File: config.mk
export PLATFORM = sky130hd
export DESIGN_NAME = dbus_arbiter
export DESIGN_NICKNAME = d
export VERILOG_FILES = /design/src/rtl/dbus_pkg.sv /design/src/rtl/dbus_watchdog.sv /design/src/rtl/dbus_arbiter.sv
export SDC_FILE = /design/constraint.sdc
export NUM_CORES = 1
export LEC_CHECK = 0
export ABC_AREA = 1
export BUFFER_PORTS_ARGS = -buffer_cell sky130_fd_sc_hd__buf_2
export CORE_AREA = 4 4 121 123
export DETAILED_ROUTE_END_ITERATION = 8
export DIE_AREA = 0 0 125 127
export PLACE_DENSITY = 0.53
export SYNTH_ARGS = -nofsm -noshare
export SYNTH_HDL_FRONTEND = slang
export SYNTH_SLANG_ARGS = --single-unit
File: constraint.sdc
create_clock -name clk -period 2.5 [get_ports clk]
set_input_delay 0.5 -clock clk [delete_from_list [all_inputs] [get_ports clk]]
set_output_delay 0.5 -clock clk [all_outputs]
set_load 0.02 [all_outputs]
File: src/rtl/dbus_pkg.sv
// dbus_pkg: shared types and constants for the data-bus arbiter slice.
//   dbus_req_t  - one master's request bundle (address, strobes, byte enables, write data)
//   dbus_rsp_t  - response bundle routed back to the owning master
//   arb_state_e - arbiter FSM encoding
//   DBUS_ERR_DATA - read data returned when the watchdog terminates a read
package dbus_pkg;

  localparam logic [31:0] DBUS_ERR_DATA = 32'hDEAD_BEEF;

  typedef struct packed {
    logic [31:0] addr;
    logic        rd_req;
    logic        wr_req;
    logic [3:0]  be;
    logic [31:0] wr_data;
  } dbus_req_t;

  typedef struct packed {
    logic        rd_ready;
    logic        wr_ready;
    logic [31:0] rd_data;
  } dbus_rsp_t;

  typedef enum logic [1:0] {
    IDLE = 2'd0,
    OWN0 = 2'd1,
    OWN1 = 2'd2
  } arb_state_e;

  // A master is requesting whenever either strobe is high.
  function automatic logic is_req(input dbus_req_t r);
    return r.rd_req | r.wr_req;
  endfunction

endpackage

File: src/rtl/dbus_watchdog.sv
// dbus_watchdog: per-transfer stall counter.
//   clk, rstb - clock, asynchronous active-low reset
//   clear     - hold the count at zero (bus not owned)
//   enable    - one more cycle of waiting without completion
//   expire    - this enabled cycle is the TIMEOUT-th cycle of the transfer
module dbus_watchdog #(
  parameter int TIMEOUT = 64
) (
  input  logic clk,
  input  logic rstb,
  input  logic clear,
  input  logic enable,
  output logic expire
);

  localparam int CW = $clog2(TIMEOUT);
  localparam logic [CW-1:0] LAST = CW'(TIMEOUT - 1);

  logic [CW-1:0] cnt;

  // The grant cycle sees cnt==0, so expiry lands on the TIMEOUT-th owned cycle.
  always_ff @(posedge clk or negedge rstb) begin
    if (!rstb) begin
      cnt <= '0;
    end else if (clear) begin
      cnt <= '0;
    end else if (enable) begin
      cnt <= cnt + CW'(1);
    end
  end

  assign expire = enable & (cnt == LAST);

endmodule

File: src/rtl/dbus_arbiter.sv
// dbus_arbiter: two-master, one-slave round-robin arbiter for the data-memory port.
//   m0_* - core load/store port, m1_* - debug/DMA requester
//   s_*  - shared slave port
//   grant     - one-hot current owner, 00 when idle
//   bus_err   - one-cycle pulse when the watchdog terminates a transfer
//   dbg_state - current arbiter FSM state (arb_state_e encoding)
//
// Handshake: a master raises rd_req or wr_req (level) with addr/be/wr_data stable
// and holds it until the matching rd_ready/wr_ready is seen high in a cycle; that
// cycle completes the transfer, and rd_data is valid only while rd_ready is high.
// Dropping both strobes before ready abandons the request without a response.
module dbus_arbiter
  import dbus_pkg::*;
#(
  parameter int          TIMEOUT  = 64,
  parameter logic [31:0] ERR_DATA = DBUS_ERR_DATA
) (
  input  logic        clk,
  input  logic        rstb,
  input  logic [31:0] m0_addr,
  input  logic        m0_rd_req,
  input  logic        m0_wr_req,
  input  logic [3:0]  m0_be,
  input  logic [31:0] m0_wr_data,
  output logic        m0_rd_ready,
  output logic        m0_wr_ready,
  output logic [31:0] m0_rd_data,
  input  logic [31:0] m1_addr,
  input  logic        m1_rd_req,
  input  logic        m1_wr_req,
  input  logic [3:0]  m1_be,
  input  logic [31:0] m1_wr_data,
  output logic        m1_rd_ready,
  output logic        m1_wr_ready,
  output logic [31:0] m1_rd_data,
  output logic [31:0] s_addr,
  output logic        s_rd_req,
  output logic        s_wr_req,
  output logic [3:0]  s_be,
  output logic [31:0] s_wr_data,
  input  logic        s_rd_ready,
  input  logic        s_wr_ready,
  input  logic [31:0] s_rd_data,
  output logic [1:0]  grant,
  output logic        bus_err,
  output logic [1:0]  dbg_state
);

  arb_state_e state, state_nx;
  logic       last, last_nx;   // most recent owner that completed (1 = m1)

  dbus_req_t  req0, req1, sel;
  dbus_rsp_t  rsp;
  logic       own, sel_req, done, expire, wd_enable, wd_clear;

  assign req0 = '{addr: m0_addr, rd_req: m0_rd_req, wr_req: m0_wr_req, be: m0_be, wr_data: m0_wr_data};
  assign req1 = '{addr: m1_addr, rd_req: m1_rd_req, wr_req: m1_wr_req, be: m1_be, wr_data: m1_wr_data};

  assign own     = (state != IDLE);
  assign sel     = (state == OWN1) ? req1 : req0;
  assign sel_req = is_req(sel);

  // Either ready completes, so a master driving both strobes is still served.
  assign done = own & ((sel.rd_req & s_rd_ready) | (sel.wr_req & s_wr_ready));

  assign wd_clear  = ~own;
  assign wd_enable = own & sel_req & ~done;

  dbus_watchdog #(
    .TIMEOUT (TIMEOUT)
  ) u_watchdog (
    .clk    (clk),
    .rstb   (rstb),
    .clear  (wd_clear),
    .enable (wd_enable),
    .expire (expire)
  );

  // Slave side: owner's request forwarded combinationally; strobes are pulled
  // low in the expiry cycle so the slave never sees the abandoned access complete.
  assign s_addr    = own ? sel.addr    : '0;
  assign s_be      = own ? sel.be      : '0;
  assign s_wr_data = own ? sel.wr_data : '0;
  assign s_rd_req  = own & sel.rd_req & ~expire;
  assign s_wr_req  = own & sel.wr_req & ~expire;

  // Response toward the owner; expiry stands in for the missing slave ready.
  always_comb begin
    rsp          = '0;
    rsp.rd_ready = own & sel.rd_req & (s_rd_ready | expire);
    rsp.wr_ready = own & sel.wr_req & (s_wr_ready | expire);
    rsp.rd_data  = expire ? ERR_DATA : s_rd_data;
  end

  assign m0_rd_ready = (state == OWN0) & rsp.rd_ready;
  assign m0_wr_ready = (state == OWN0) & rsp.wr_ready;
  assign m0_rd_data  = (state == OWN0) ? rsp.rd_data : '0;
  assign m1_rd_ready = (state == OWN1) & rsp.rd_ready;
  assign m1_wr_ready = (state == OWN1) & rsp.wr_ready;
  assign m1_rd_data  = (state == OWN1) ? rsp.rd_data : '0;

  assign grant     = {state == OWN1, state == OWN0};
  assign bus_err   = expire;
  assign dbg_state = state;

  always_ff @(posedge clk or negedge rstb) begin
    if (!rstb) begin
      state <= IDLE;
      last  <= 1'b1;   // m0 wins the first tie after reset
    end else begin
      state <= state_nx;
      last  <= last_nx;
    end
  end

  always_comb begin
    state_nx = state;
    last_nx  = last;
    case (state)
      IDLE: begin
        if (is_req(req0) && is_req(req1)) begin
          state_nx = last ? OWN0 : OWN1;
        end else if (is_req(req0)) begin
          state_nx = OWN0;
        end else if (is_req(req1)) begin
          state_nx = OWN1;
        end
      end
      OWN0, OWN1: begin
        if (done | expire) begin
          state_nx = IDLE;
          last_nx  = (state == OWN1);
        end else if (!sel_req) begin
          // Master abandoned its request: release without touching round-robin order.
          state_nx = IDLE;
        end
      end
      default: state_nx = IDLE;
    endcase
  end

`ifndef SYNTHESIS
  // Simultaneous read and write from the owner is forwarded but flagged in simulation.
  a_single_strobe: assert property (@(posedge clk) disable iff (!rstb)
    own |-> !(sel.rd_req && sel.wr_req));
`endif

endmodule

[Word-level counts from Yosys, hierarchy flattened]
Index checks and enable logic that the tools add are counted.
Word-level totals
  flip-flop bits (word level): 9
  output and inout port bits: 143
  word-level logic and storage cells: 57
Operators by class
  add/sub/neg operators: 1
  eq/ne operators: 6
  mux-type cells: 16
  bitwise operators: 25
  reduce and logical (&&, ||, !) cells: 6
Operators by type and width (count)
  32-bit two-way mux: 5
  70-bit two-way mux: 1
  1-bit AND: 16
  2-bit two-way mux: 6
  6-bit two-way mux: 2
  1-bit OR: 7
  6-bit by 1-bit adder with 6-bit output, second input constant: 1
  6-bit equality test, second input constant: 1
  4-bit two-way mux: 1
  4-bit inequality test, second input constant: 1
  2-bit case mux with 2 select lines: 1
  2-bit AND reduction: 2
  3-bit inequality test, second input constant: 1
  2-bit by 1-bit equality test with 1-bit output, second input constant: 1
  2-bit equality test, second input constant: 1
  2-bit logical NOT: 1
  2-bit by 1-bit inequality test with 1-bit output, second input constant: 1
  1-bit inverter: 2
  2-bit nonzero test: 1
  2-bit OR reduction: 1
  1-bit logical AND: 1

[Longest topological paths before layout]
Gate-level depths: netlist (run 1).
  depth in word-level cells: 11
  gate-level depth with buffers: 13
  mapped depth without buffers: 11

[Modules after synthesis]
A second synthesis (run 1) with hierarchy kept.
Unflattened totals
  cell total of the unflattened synthesis: 441
  area total of the unflattened synthesis: 2263.4 µm²
By module, submodules not included
  dbus_arbiter: times used 1, cells each 396, area an instance 1919.3 µm², seq. area each 76.3 µm²
  dbus_watchdog: times used 1, cells each 45, area an instance 344.1 µm², seq. area each 150.1 µm²

[Least setup slack after synthesis (run 1)]
Ideal clock, no wire load.
  path kind: reg-to-output
  from: register state[0] (netlist: dbg_state[0])
  to: output port m0_rd_data[0]
  arrival: 1992 ps
  data required time: 2000 ps
  slack: 8 ps
  stages on the path, launching flop included: 12
  cells stage by stage: dfrtp_1 -> inv_1 -> ha_1 -> buf_6 -> inv_4 -> nand2_1 -> nand3_1 -> nand2_1 -> nand2_2 -> nand4_4 -> buf_2 -> a21oi_1
On the way
  cells in the longest elaborated chain, start to end: 10
  elaborated cells on any way between the ends: 15
  classes of those cells: eq/ne: 2; mux: 3; bitwise: 9; reduce/logical: 1
Ends and longest elaborated chain
  start: declaration: RTL line dbus_arbiter.sv:49  | arb_state_e state, state_nx;
  start signal: assignment: RTL line dbus_arbiter.sv:111  | state <= state_nx;
  2-bit equality test (*)
  net grant[1]: RTL line dbus_arbiter.sv:44  | output logic [1:0] grant,
  70-bit two-way mux (*): RTL line dbus_arbiter.sv:60  | assign sel = (state == OWN1) ? req1 : req0;
  1-bit AND: RTL line dbus_arbiter.sv:64  | assign done = own & ((sel.rd_req & s_rd_ready) | (sel.wr_req & s_wr_ready));
  1-bit OR: RTL line dbus_arbiter.sv:64
  1-bit AND: RTL line dbus_arbiter.sv:64
  1-bit inverter: RTL line dbus_arbiter.sv:67  | assign wd_enable = own & sel_req & ~done;
  1-bit AND (*): RTL line dbus_arbiter.sv:67
  1-bit AND (*): RTL line dbus_watchdog.sv:32  | assign expire = enable & (cnt == LAST);
  32-bit two-way mux (*): RTL line dbus_arbiter.sv:92  | rsp.rd_data = expire ? ERR_DATA : s_rd_data;
  32-bit two-way mux (*): RTL line dbus_arbiter.sv:97  | assign m0_rd_data = (state == OWN0) ? rsp.rd_data : '0;
  end: declaration: RTL line dbus_arbiter.sv:27  | output logic [31:0] m0_rd_data,
The timed path passes the listed nets; every way through them passes the cells marked *.

[Worst setup path in the final report (run 1)]
  from: register state[1] (netlist: dbg_state[1])
  to: output port s_addr[8]
On the way
  cells in the longest elaborated chain, start to end: 3
  elaborated cells on any way between the ends: 4
  classes of those cells: eq/ne: 1; mux: 2; reduce/logical: 1
Ends and longest elaborated chain
  2-bit equality test: RTL line dbus_arbiter.sv:60
  70-bit two-way mux: RTL line dbus_arbiter.sv:60
  32-bit two-way mux (*): RTL line dbus_arbiter.sv:81  | assign s_addr = own ? sel.addr : '0;
  end: declaration: RTL line dbus_arbiter.sv:36  | output logic [31:0] s_addr,
Mark *: on every way between the ends. The rest lies on a longest branch, timed or not.

==> flow_summary.ini, run 1 <==
[run_status]
status = complete, no violations

[worst_setup_path]
critPathCaptureType = output pin
crit_buf_inv = 3
critical-path-top-delay-family = buffers and inverters
crit_top_cell = nor2_1
cp_slowest_stage_delay_ns = 0.48
rrSetupSlack_ns = 0.77
cp.arrival_ns = 1.92
worstSetupPathType = register to output pin
crit_path_max_fanout = 57
worstReg2RegStart = dbg_state[1]
crit_cells = 6
cp_cell_sequence = ha_4 > inv_4 > buf_4 > nor2_1 > nor2_1 > buf_2
slowest_stage = buf_4
endpoint = s_addr[8]
required_ns = 2.00
worstReg2RegEnd = last
worstRegToRegCells = 9
cp-startpoint = dbg_state[1]
start_kind = register

[finish]
area_growth_syn_to_layout_pct = 95.24
nFillCells = 1624
drive_gt1_frac = 0.4868
insertedDiodeCount = 0
nNetsFinal = 939

[cts]
htreeDepth = 1
clockBufferDepth = 2
cts-hold-fix-buffers = 0
clk_pin_slew_ns = 0.04
clkLatencyLatePin_ns = 0.23
cts.sinks = 9
cts_tree = yes
cts_buffers = 3
clockRootBuffer = clkbuf_16

[synthesis]
synthArstFlopShare = 1.000
syn_nets = 629
netlist_area_um2 = 2157
yosysTopAreaCell = nor2_1
yosys_warnings = 0
synthTopCellsByCount = nor2_1, o21ai_0, a21oi_1
synth_edf_count = 0
syn_area_per_cell_um2 = 4.804
ys_seq_elements = 9
ys.flop_type = dfrtp_1
synth.most_common_cell = nor2_1
ys_types = 24
synthesis.instances = 449
yosysTopAreaCellShare = 0.2871
ys_top_cells_by_area = nor2_1, o21ai_0, a21oi_1, dfrtp_1, inv_1
synth-seq-area-share = 0.1050

[global_route]
grt_usage = 0.1442
grt_pass1_wl_mm = 19.11
antenna_found_initial = 0
grt_max_degree = 58
grt_pass1_vias = 3718
gr-total-overflow = 0

[power]
vdd_drop_max_mv = 0.4994
leakage_uw = 0.002652
powerDensity_nw_per_um2 = 1342
power.total_uw = 5651

[sta]
finalCriticalPeriod_ns = 2.423
tightestPinTransition_ns = 0.6099
setup-violations-final = 0
min_period_over_period = 0.9691
drv_slew = 0
rsz0062_at_grt = yes
holdWs_ns = 0.1103
slew_headroom = 0.5934
clock.fmax_mhz = 412.8
hold_violations = 0
skew_ns = 0.0003041
finalSetupTns_ns = 0

[floorplan]
fp.dieH_um = 127
pin_count = 319
die_w_um = 125
die_area_um2 = 15880
coreArea_um2 = 13670
start_util = 0.1578
row_count = 43

[job]
drv_cap = 0

[route]
wirelength_mm = 12.82
drtAntennaViolNets = 0
num_vias = 3873
drcViolationCount = 0
avgViaCountPerCell = 4.129
avgRoutedWirePerCell_um = 13.66
dr.pass1.iters = 4
drt_iter0_drc = 79

[place]
io_buffers = 318
gp_congestion = 0.8290
hpwlAfterDp_mm = 10.76

[min_path]
hp-class = input port to async pin
==> worst min path at each step <==
stage          startpoint                end  slack [ns]  cells after the start
6_report             rstb  u_watchdog.cnt[3]        0.11                      1
2_1_floorplan        rstb       dbg_state[0]        0.20                      0
3_3_place_gp         rstb  u_watchdog.cnt[3]        0.36                      1
4_1_cts              rstb       dbg_state[0]        0.12                      1
5_1_grt              rstb  u_watchdog.cnt[0]        0.13                      1
3_5_place_dp         rstb  u_watchdog.cnt[4]        0.37                      1
==> registers in the layout (all words and copies together), names as in the netlist <==
signal / count
u_watchdog.cnt: 6
dbg_state: 2
last: 1
==> placed cells by master (no fill, tap or decap), drive strengths merged <==
cell type | Yosys | layout
clkinv | 1 | 1
a21oi | 49 | 49
o211ai | 1 | 1
ha | 4 | 4
dfstp | 1 | 1
inv | 47 | 47
nand4 | 2 | 2
xor2 | 2 | 2
clkbuf | 26 | 4
nand3 | 13 | 13
nor3 | 2 | 2
buf | 10 | 341
nand2 | 43 | 43
nor2 | 165 | 165
dfrtp | 8 | 8
o21ai | 74 | 74
o21bai | 1 | 1
==> routing by layer <==
metal,GRT usage,vias up,routed length (um)
met5,0,-,0
met4,0.02742,0,123
met1,0.1796,1638,5327
met2,0.2547,195,6157
li1,-,2033,-
met3,0.03595,7,1207
==> stage by stage <==
step	cell area, um^2	std cells	worst slack (ns)	utilization
after floorplan	2157	449	0.008283	-
after global placement	3955	926	0.1723	0.2894
after detailed placement	3955	926	0.1344	0.2894
after CTS	4063	932	0.01108	0.2973
after global routing	4212	938	-0.03607	0.3082
final	4212	938	0.07728	0.3082
==> logic make-up (layout without fill, tap and decap cells) <==
family,count (synthesis),after routing,synth area share
and+or+nand+nor,225,225,0.4130
AOI/OAI and AO/OA,125,125,0.2924
adders and majority gates,4,4,0.02320
DFF,9,9,0.1050
xor gates and xnor gates,2,2,0.008122
buffers and inverters,84,393,0.1583
==> area by class of cell <==
| type | instances | area, um^2 | area share |
|---|---|---|---|
| tap | 180 | 225.2 | 0.05348 |
| timing repair buffer | 341 | 1856 | 0.4406 |
| multi-input combinational | 356 | 1642 | 0.3898 |
| inverter | 48 | 182.7 | 0.04337 |
| sequential | 9 | 227.7 | 0.05407 |
| clock buffer | 4 | 78.83 | 0.01872 |
==> power by group <==
part | switching [uW] | internal (uW)
sequential | 39.9 | 193
combinational | 3530 | 1610
clock | 66.7 | 213
==> worst register-to-register path, delay by kind of cell, from the launching register on <==
family | cells | cell delay [ns]
buffers and inverters | 3 | 0.42
AOI/OAI and AO/OA | 2 | 0.31
adders and majority gates | 1 | 0.20
and+or+nand+nor | 3 | 0.30
DFF | 1 | 0.40
==> what timing repair did <==
| action | 4_1_cts | 5_1_grt |
|---|---|---|
| setup endpoints to repair | 59 | 78 |
| resized for setup | 2 | 39 |
| pin swaps | 0 | 3 |
| setup buffers | 2 | 6 |
No activity file was read; power rests on OpenSTA's default activity.
==> run 2: changes to the inputs <==
==> constraint.sdc (replaced) <==
create_clock -name clk -period 2.5 [get_ports clk]
set_input_delay 0.25 -clock clk [delete_from_list [all_inputs] [get_ports clk]]
set_output_delay 0.25 -clock clk [all_outputs]
set_load 0.02 [all_outputs]
==> flow_summary.ini, run 2 (synthesis results as in run 1) <==
[worst_setup_path]
critPathCaptureType = output pin
required_ns = 2.25
start_kind = register
rrSetupSlack_ns = 0.64
crit_buf_inv = 4
worstSetupPathType = register to output pin
slowest_stage = dfrtp_1
cp.arrival_ns = 2.05
cp_slowest_stage_delay_ns = 0.39
crit_top_cell = nand2_1
critical-path-top-delay-family = simple AND/OR/NAND/NOR gates
cp_cell_sequence = inv_1 > ha_4 > inv_4 > nand2_1 > nand2_1 > nand2_2 > nand4_4 > buf_4 > nand2_1 > nand2_1 > nor2_1 > buf_2
worstRegToRegCells = 8
worstReg2RegEnd = u_watchdog.cnt[4]
crit_path_max_fanout = 6
worstReg2RegStart = dbg_state[1]

[finish]
insertedDiodeCount = 0
top_register = u_watchdog.cnt
mostFrequentLayoutCell = buf_2
nNetsFinal = 932
final_cell_mix = buf_2, nor2_1, o21ai_0, a21oi_1, inv_1
drive_gt1_frac = 0.4607
area_growth_syn_to_layout_pct = 88.17
largest_register_ffs = 6
final_core_util = 0.2970
stdcell_count = 931

[global_route]
antenna_found_initial = 0
grt_usage = 0.1421
grt_pass1_wl_mm = 18.89
grt_max_degree = 80
gr-total-overflow = 0
grt_pass1_vias = 3597

[floorplan]
die_w_um = 125
pin_count = 319
fp.dieH_um = 127
coreArea_um2 = 13670
row_count = 43
start_util = 0.1578
die_area_um2 = 15880

[power]
vdd_drop_max_mv = 0.5325
powerDensity_nw_per_um2 = 1334
leakage_uw = 0.002610

[route]
avgViaCountPerCell = 4.142
wirelength_mm = 12.43
drcViolationCount = 0
drt_iter0_drc = 93
num_vias = 3856
avgRoutedWirePerCell_um = 13.35
drtAntennaViolNets = 0
dr.pass1.iters = 4

[sta]
drv_slew = 0
finalCriticalPeriod_ns = 2.296
min_period_over_period = 0.9184
slew_headroom = 0.5806
tightestPinTransition_ns = 0.6291
skew_ns = 0.0007619
finalSetupTns_ns = 0
setup-violations-final = 0
rsz0062_at_grt = no
hold_violations = 0
clock.fmax_mhz = 435.5

[place]
hpwlAfterDp_mm = 10.52
io_buffers = 318
gp_congestion = 0.8115
numPlacedInstances = 921

[cts]
clockBufferDepth = 2
cts_buffers = 3
cts.sinks = 9
clkLatencyLatePin_ns = 0.23
cts_tree = yes
clk_pin_slew_ns = 0.04
htreeDepth = 1
clockRootBuffer = clkbuf_16

[min_path]
hp-class = input port to async pin

[run_status]
status = complete, no violations

[job]
drv_cap = 0
## run 2: changes by cell type in the layout (fill, tap and decap cells not counted), sizes merged
| cell | change |
|---|---|
| buf | -9 |
| dlygate4sd3 | +1 |
| nand4 | +1 |
## run 2: metal layers
layer	vias up	part of all wire	routed length, um	global-route usage
met5	-	0	0	0
met2	200	0.48	5930	0.2483
li1	2030	-	-	-
met4	0	0.011	132	0.03061
met3	11	0.096	1195	0.03512
met1	1615	0.42	5171	0.1779
## run 2: worst max-delay path by stage
stage	slack [ns]	end	cells after the start	from
final	0.20	m0_rd_ready	12	dbg_state[0]
after global routing	0.02	m1_rd_ready	12	dbg_state[0]
after CTS	0.02	m1_rd_ready	12	dbg_state[0]
after detailed placement	0.27	m1_rd_ready	12	dbg_state[0]
after global placement	0.34	m1_rd_ready	12	dbg_state[0]
after floorplan	0.26	m0_rd_data[0]	11	dbg_state[0]
## run 2: cell type report
type                            count  area (um^2)
Multi-Input combinational cell    357         1614
Timing Repair Buffer              333         1732
Clock buffer                        4        78.83
Sequential cell                     9        226.5
Inverter                           48        182.7
Fill cell                        1582         9607
Tap cell                          180        225.2
## run 2: what timing repair did
item | CTS | global route
setup buffers | 0 | 4
resized for setup | 0 | 2
hold endpoints to repair | 8 | 0
hold buffers | 1 | 0
endpoints found under the setup margin | 0 | 49
## run 2: stage by stage
step | power (uW) | worst slack, ns | hold slack, ns | cell area [um^2]
after global routing | 5918 | 0.01691 | 0.4580 | 4059
after CTS | 5490 | 0.02108 | 0.4443 | 4006
after detailed placement | 5194 | 0.2729 | 0.1130 | 3918
after global placement | 5226 | 0.3447 | 0.1131 | 3918
final | 5416 | 0.2040 | 0.4239 | 4059
after floorplan | 3406 | 0.2583 | -0.04559 | 2157
## run 2: power breakdown
group	switching [uW]	leakage (uW)	internal, uW
Clock	65.6	0.0000382	213
Sequential	42.7	0.000118	192
Combinational	3460	0.00245	1440
